File: config.mk
export PLATFORM = sky130hd
export DESIGN_NAME = pmul_feeder
export DESIGN_NICKNAME = d
export VERILOG_FILES = /design/src/rtl/pmul_feeder.sv
export SDC_FILE = /design/constraint.sdc
export NUM_CORES = 1
export LEC_CHECK = 0
export ABC_AREA = 1
export BUFFER_PORTS_ARGS = -buffer_cell sky130_fd_sc_hd__buf_4
export CORE_MARGIN = 2
export CORE_UTILIZATION = 55
export CTS_BUF_LIST = sky130_fd_sc_hd__clkbuf_16
export DETAILED_ROUTE_END_ITERATION = 10
export HOLD_SLACK_MARGIN = 0.1
export MAX_ROUTING_LAYER = met4
export PLACE_DENSITY = 0.82
export SLEW_MARGIN = 20
export SYNTH_ARGS = -nofsm -noshare
export SYNTH_HDL_FRONTEND = slang
export SYNTH_SLANG_ARGS = --single-unit
File: constraint.sdc
create_clock -name clk -period 3.1 [get_ports clk]
set_clock_uncertainty 0.2 [all_clocks]
set_input_delay 0.31 -clock clk [delete_from_list [all_inputs] [get_ports clk]]
set_output_delay 0.31 -clock clk [all_outputs]
set_load 0.05 [all_outputs]
File: src/rtl/pmul_feeder.sv
// Source side of the pmul interface: loads a 3-tap weight set from a serial
// stream, then emits a sliding 3-pixel window per accepted pixel for ROWS rows.
module pmul_feeder #(
  parameter int unsigned WIDTH = 8,
  parameter int unsigned ROWS  = 4,
  parameter int unsigned RW    = 8
) (
  input  logic             clk,
  input  logic             rst,
  input  logic             start,
  input  logic [WIDTH-1:0] s_wgt,
  input  logic             s_wgt_vld,
  output logic             s_wgt_rdy,
  input  logic [WIDTH-1:0] s_pix,
  input  logic             s_pix_vld,
  input  logic             s_pix_last,
  output logic             s_pix_rdy,
  output logic [WIDTH-1:0] in_data2,
  output logic [WIDTH-1:0] in_data1,
  output logic [WIDTH-1:0] in_data0,
  output logic [WIDTH-1:0] in_weight2,
  output logic [WIDTH-1:0] in_weight1,
  output logic [WIDTH-1:0] in_weight0,
  output logic             in_update,
  output logic             win_vld,
  output logic             done,
  output logic             busy
);

  typedef enum logic [2:0] {IDLE, LOAD_W, UPDATE, STREAM, DONE} state_t;

  state_t           state, state_nxt;
  logic [1:0]       wgt_idx, wgt_idx_nxt;
  logic [1:0]       fill, fill_nxt, fill_inc;
  logic [RW-1:0]    row_cnt, row_nxt;
  logic [WIDTH-1:0] w2_stg, w2_nxt, w1_stg, w1_nxt;
  logic [WIDTH-1:0] d2_nxt, d1_nxt, d0_nxt;
  logic [WIDTH-1:0] wt2_nxt, wt1_nxt, wt0_nxt;
  logic             upd_nxt, win_nxt, done_nxt;
  logic             wgt_rdy_nxt, pix_rdy_nxt, busy_nxt;
  logic             wgt_xfer, pix_xfer;

  // State and every output register; reset discards any partial job.
  always_ff @(posedge clk) begin
    if (rst) begin
      state      <= IDLE;
      wgt_idx    <= '0;
      fill       <= '0;
      row_cnt    <= '0;
      w2_stg     <= '0;
      w1_stg     <= '0;
      in_data2   <= '0;
      in_data1   <= '0;
      in_data0   <= '0;
      in_weight2 <= '0;
      in_weight1 <= '0;
      in_weight0 <= '0;
      in_update  <= 1'b0;
      win_vld    <= 1'b0;
      done       <= 1'b0;
      s_wgt_rdy  <= 1'b0;
      s_pix_rdy  <= 1'b0;
      busy       <= 1'b0;
    end else begin
      state      <= state_nxt;
      wgt_idx    <= wgt_idx_nxt;
      fill       <= fill_nxt;
      row_cnt    <= row_nxt;
      w2_stg     <= w2_nxt;
      w1_stg     <= w1_nxt;
      in_data2   <= d2_nxt;
      in_data1   <= d1_nxt;
      in_data0   <= d0_nxt;
      in_weight2 <= wt2_nxt;
      in_weight1 <= wt1_nxt;
      in_weight0 <= wt0_nxt;
      in_update  <= upd_nxt;
      win_vld    <= win_nxt;
      done       <= done_nxt;
      s_wgt_rdy  <= wgt_rdy_nxt;
      s_pix_rdy  <= pix_rdy_nxt;
      busy       <= busy_nxt;
    end
  end

  // Next-state and next-output logic; the ready/busy flags follow the next state
  // so they are valid in the same cycle the FSM enters that state.
  always_comb begin
    state_nxt   = state;
    wgt_idx_nxt = wgt_idx;
    fill_nxt    = fill;
    row_nxt     = row_cnt;
    w2_nxt      = w2_stg;
    w1_nxt      = w1_stg;
    d2_nxt      = in_data2;
    d1_nxt      = in_data1;
    d0_nxt      = in_data0;
    wt2_nxt     = in_weight2;
    wt1_nxt     = in_weight1;
    wt0_nxt     = in_weight0;
    upd_nxt     = 1'b0;
    win_nxt     = 1'b0;
    done_nxt    = 1'b0;
    wgt_xfer    = s_wgt_vld & s_wgt_rdy;
    pix_xfer    = s_pix_vld & s_pix_rdy;
    fill_inc    = (fill == 2'd3) ? 2'd3 : fill + 2'd1;

    case (state)
      IDLE: begin
        if (start) begin
          state_nxt   = LOAD_W;
          wgt_idx_nxt = '0;
          row_nxt     = '0;
        end
      end
      LOAD_W: begin
        if (wgt_xfer) begin
          case (wgt_idx)
            2'd0: begin
              w2_nxt      = s_wgt;
              wgt_idx_nxt = 2'd1;
            end
            2'd1: begin
              w1_nxt      = s_wgt;
              wgt_idx_nxt = 2'd2;
            end
            default: begin
              wt2_nxt     = w2_stg;
              wt1_nxt     = w1_stg;
              wt0_nxt     = s_wgt;
              upd_nxt     = 1'b1;
              wgt_idx_nxt = '0;
              state_nxt   = UPDATE;
            end
          endcase
        end
      end
      UPDATE: begin
        fill_nxt  = '0;
        state_nxt = STREAM;
      end
      STREAM: begin
        if (pix_xfer) begin
          d2_nxt  = in_data1;
          d1_nxt  = in_data0;
          d0_nxt  = s_pix;
          win_nxt = (fill_inc == 2'd3);
          if (s_pix_last) begin
            fill_nxt = '0;
            row_nxt  = row_cnt + RW'(1);
            if (row_nxt == RW'(ROWS)) begin
              state_nxt = DONE;
              done_nxt  = 1'b1;
            end
          end else begin
            fill_nxt = fill_inc;
          end
        end
      end
      DONE: state_nxt = IDLE;
      default: state_nxt = IDLE;
    endcase

    wgt_rdy_nxt = (state_nxt == LOAD_W);
    pix_rdy_nxt = (state_nxt == STREAM);
    busy_nxt    = (state_nxt != IDLE);
  end

endmodule

==> impl_metrics.toml <==
[routing]
drtPass1Iterations = 6
routedWlPerCell_um = 12.9
via_per_inst = 5.17
drt_iter0_drc = 192
drc = 0
postRouteAntennaNets = 0
drt_wl_total_um = 7600
vias = 3043

[cells_and_area]
layout.cells.non_filler = 589
diodes = 0
area_delta_synth_final_pct = 32.3
nets = 536
drive_above_1_share_pct = 20.5
stdcell_area_um2 = 4250

[sta]
hold_viol = 0
rsz0062_at_grt = "no"
tns_ps = 0
relSlewSlack_pct = 66.8
fin_ws_ps = 1180
finalMaxSlewViolations = 0
tightestPinTransition_ps = 494
finalSetupViolCount = 0
max_freq_mhz = 520
period_needed_ps = 1920
period_share_pct = 62.0

[logic_synthesis]
synth.yosys.seq_area_share_pct = 53.0
yosys.area.top_type = "dfxtp_1"
async_reset_ff_share_pct = 0
yosys-top-cells-area = "dfxtp_1 (53%), nor2_1 (17%), o21ai_0 (10%)"
synth_area_per_cell_um2 = 7.58
netlist_area_um2 = 3210
netlist_instances = 424
yosysTopAreaCellShare_pct = 53.0
synth_most_common_cell = "nor2_1"
synth_edf_count = 0
ys_types = 25
synth_nets = 448
ys_ff_latch = 85
yosys_warnings = 0
ys_top_cells_by_count = "nor2_1 (149), dfxtp_1 (85), o21ai_0 (67)"
ys.flop_type = "dfxtp_1"

[place]
dpl.hpwl_um = 5080
gp_congestion = 0.847
place_ws_ps = 1240
port_buffers = 75
placed_area_um2 = 3800
place_inst = 556

[critical_path]
crit_arrival_ps = 1950
r2r_slack_ps = 1180
worst-setup-path-type = "reg -> reg"
crit_fanout = 6
crit_path_end_kind = "flop"
reg2reg_depth = 11
reg2reg_from = "row_cnt[0]"
required_ps = 3120
cp-start-kind = "flop"
r2r-end = "busy"

[global_routing]
grt-ovfl-total = 0
grt_pass1_vias = 2749
grt_start_max_net_pins = 44
grt_use_total_pct = 25.4
grt_pass1_wl_um = 12200
antenna_found_initial = 0

[power]
p_seq_share_pct = 49.4
clkPwrFrac_pct = 44.5
comb_power_share_pct = 6.2
irDropWorstVdd_mv = 0.334
p_sw_mw = 0.535
switching_share_pct = 23.8
power.leakage_nw = 1.84
power.total_mw = 2.25
powerDensity_nw_per_um2 = 529
p_int_mw = 1.71

[cts]
clk_pin_slew_ps = 60
postCtsSetupRepairBufs = 0
clk_latency_ps = 330
hold_buffers = 17
root_buffer = "clkbuf_16"
cts_made_buffers = 9
cts_buffer_depth = 2
cts.htree.levels = 3
clkSinkCount = 85
post_cts_resized = 0
cts_tree = "built"

[worst_hold_path]
hold_path_end = "s_wgt_rdy"
hp-start = "start"
holdPathStages = 5
hold_class = "in -> reg"

[die]
start_util_pct = 57.6
die_w_um = 80.4
io_pins = 76
core_um2 = 5570
design.die.area_um2 = 6470
die_y_um = 80.4
rows = 27

[run_status]
status = "complete, no violations"

[flow_run]
maxCapViolCount = 0
==> per-layer routing <==
metal,routed length (µm),track usage [%],vias to the layer above
met4,127,11.7,0
met1,3300,31.2,1367
li1,-,-,1543
met3,546,5.39,11
met5,0,-,-
met2,3620,40.3,122
==> worst max-delay path, cell delays in order, from the launching register on <==
cell and delay (ps):
dfxtp_1 360, ha_1 250, nand2_1 110, inv_1 50, nor2_1 150, nand3_1 130, nor2_2 140, nand4_1 100
nand2_1 120, nand2_1 60, nand2_1 80, nand2_1 60
==> flip-flops by register name (all words and copies together) (netlist names) <==
register    flops
fill            2
row_cnt         8
wgt_idx         2
s_wgt_rdy       1
state           3
in_weight1      8
in_data0        8
in_weight2      8
w2_stg          8
in_weight0      8
busy            1
in_data2        8
s_pix_rdy       1
done            1
in_data1        8
win_vld         1
in_update       1
w1_stg          8
==> cell type report <==
| class | instances | area [µm²] |
|---|---|---|
| clock inverter | 7 | 57.6 |
| timing repair buffer | 94 | 748 |
| multi-input combinational | 299 | 1340 |
| clock buffer | 9 | 225 |
| tap | 72 | 90.1 |
| inverter | 23 | 86.3 |
| sequential | 85 | 1700 |
| fill | 426 | 1320 |
==> through the flow <==
stage | hold slack [ps] | utilization, %
6_report | 240 | 76.3
5_1_grt | 292 | 76.3
4_1_cts | 245 | 76.3
3_5_place_dp | 257 | 68.1
3_3_place_gp | 249 | 68.1
2_1_floorplan | 238 | -
==> worst max path at each step <==
stage          startpoint            end  depth (start not counted)
3_3_place_gp   row_cnt[0]           busy                         10
5_1_grt        row_cnt[0]           busy                         11
4_1_cts        row_cnt[0]           busy                         11
3_5_place_dp   row_cnt[0]           busy                         11
2_1_floorplan   s_wgt_rdy  in_weight2[0]                          6
6_report       row_cnt[0]           busy                         11
==> power groups by stage <==
stage / combinational [mW] / clock, mW / sequential [mW]
after global routing: 0.154 / 1.06 / 1.11
final: 0.139 / 1.00 / 1.11
after global placement: 0.119 / 0 / 1.13
after detailed placement: 0.121 / 0 / 1.13
after CTS: 0.139 / 1.02 / 1.11
after floorplan: 0.0580 / 0 / 1.15
==> cell families after synthesis <==
kind of cell | synth area share, %
AO/OA/AOI/OAI | 13.6
flip-flops | 53.0
adder cells (fa/ha/maj) | 0.779
AND/OR/NAND/NOR | 27.5
buffers and inverters | 5.26
==> placed cells by master (no fill, tap or decap), drive strengths merged <==
| cell | count |
|---|---|
| nor2 | 154 |
| dfxtp | 85 |
| buf | 77 |
| o21ai | 68 |
| nand2 | 46 |
| inv | 26 |
| dlygate4sd3 | 17 |
| a21oi | 12 |
| clkbuf | 9 |
| nand3 | 6 |
| nand4 | 3 |
| nor3 | 3 |
| clkinv | 3 |
| ha | 2 |
| o211ai | 2 |
| a221oi | 1 |
| nor4 | 1 |
| a31oi | 1 |
| clkinvlp | 1 |
(Power assumes the default switching activity.)
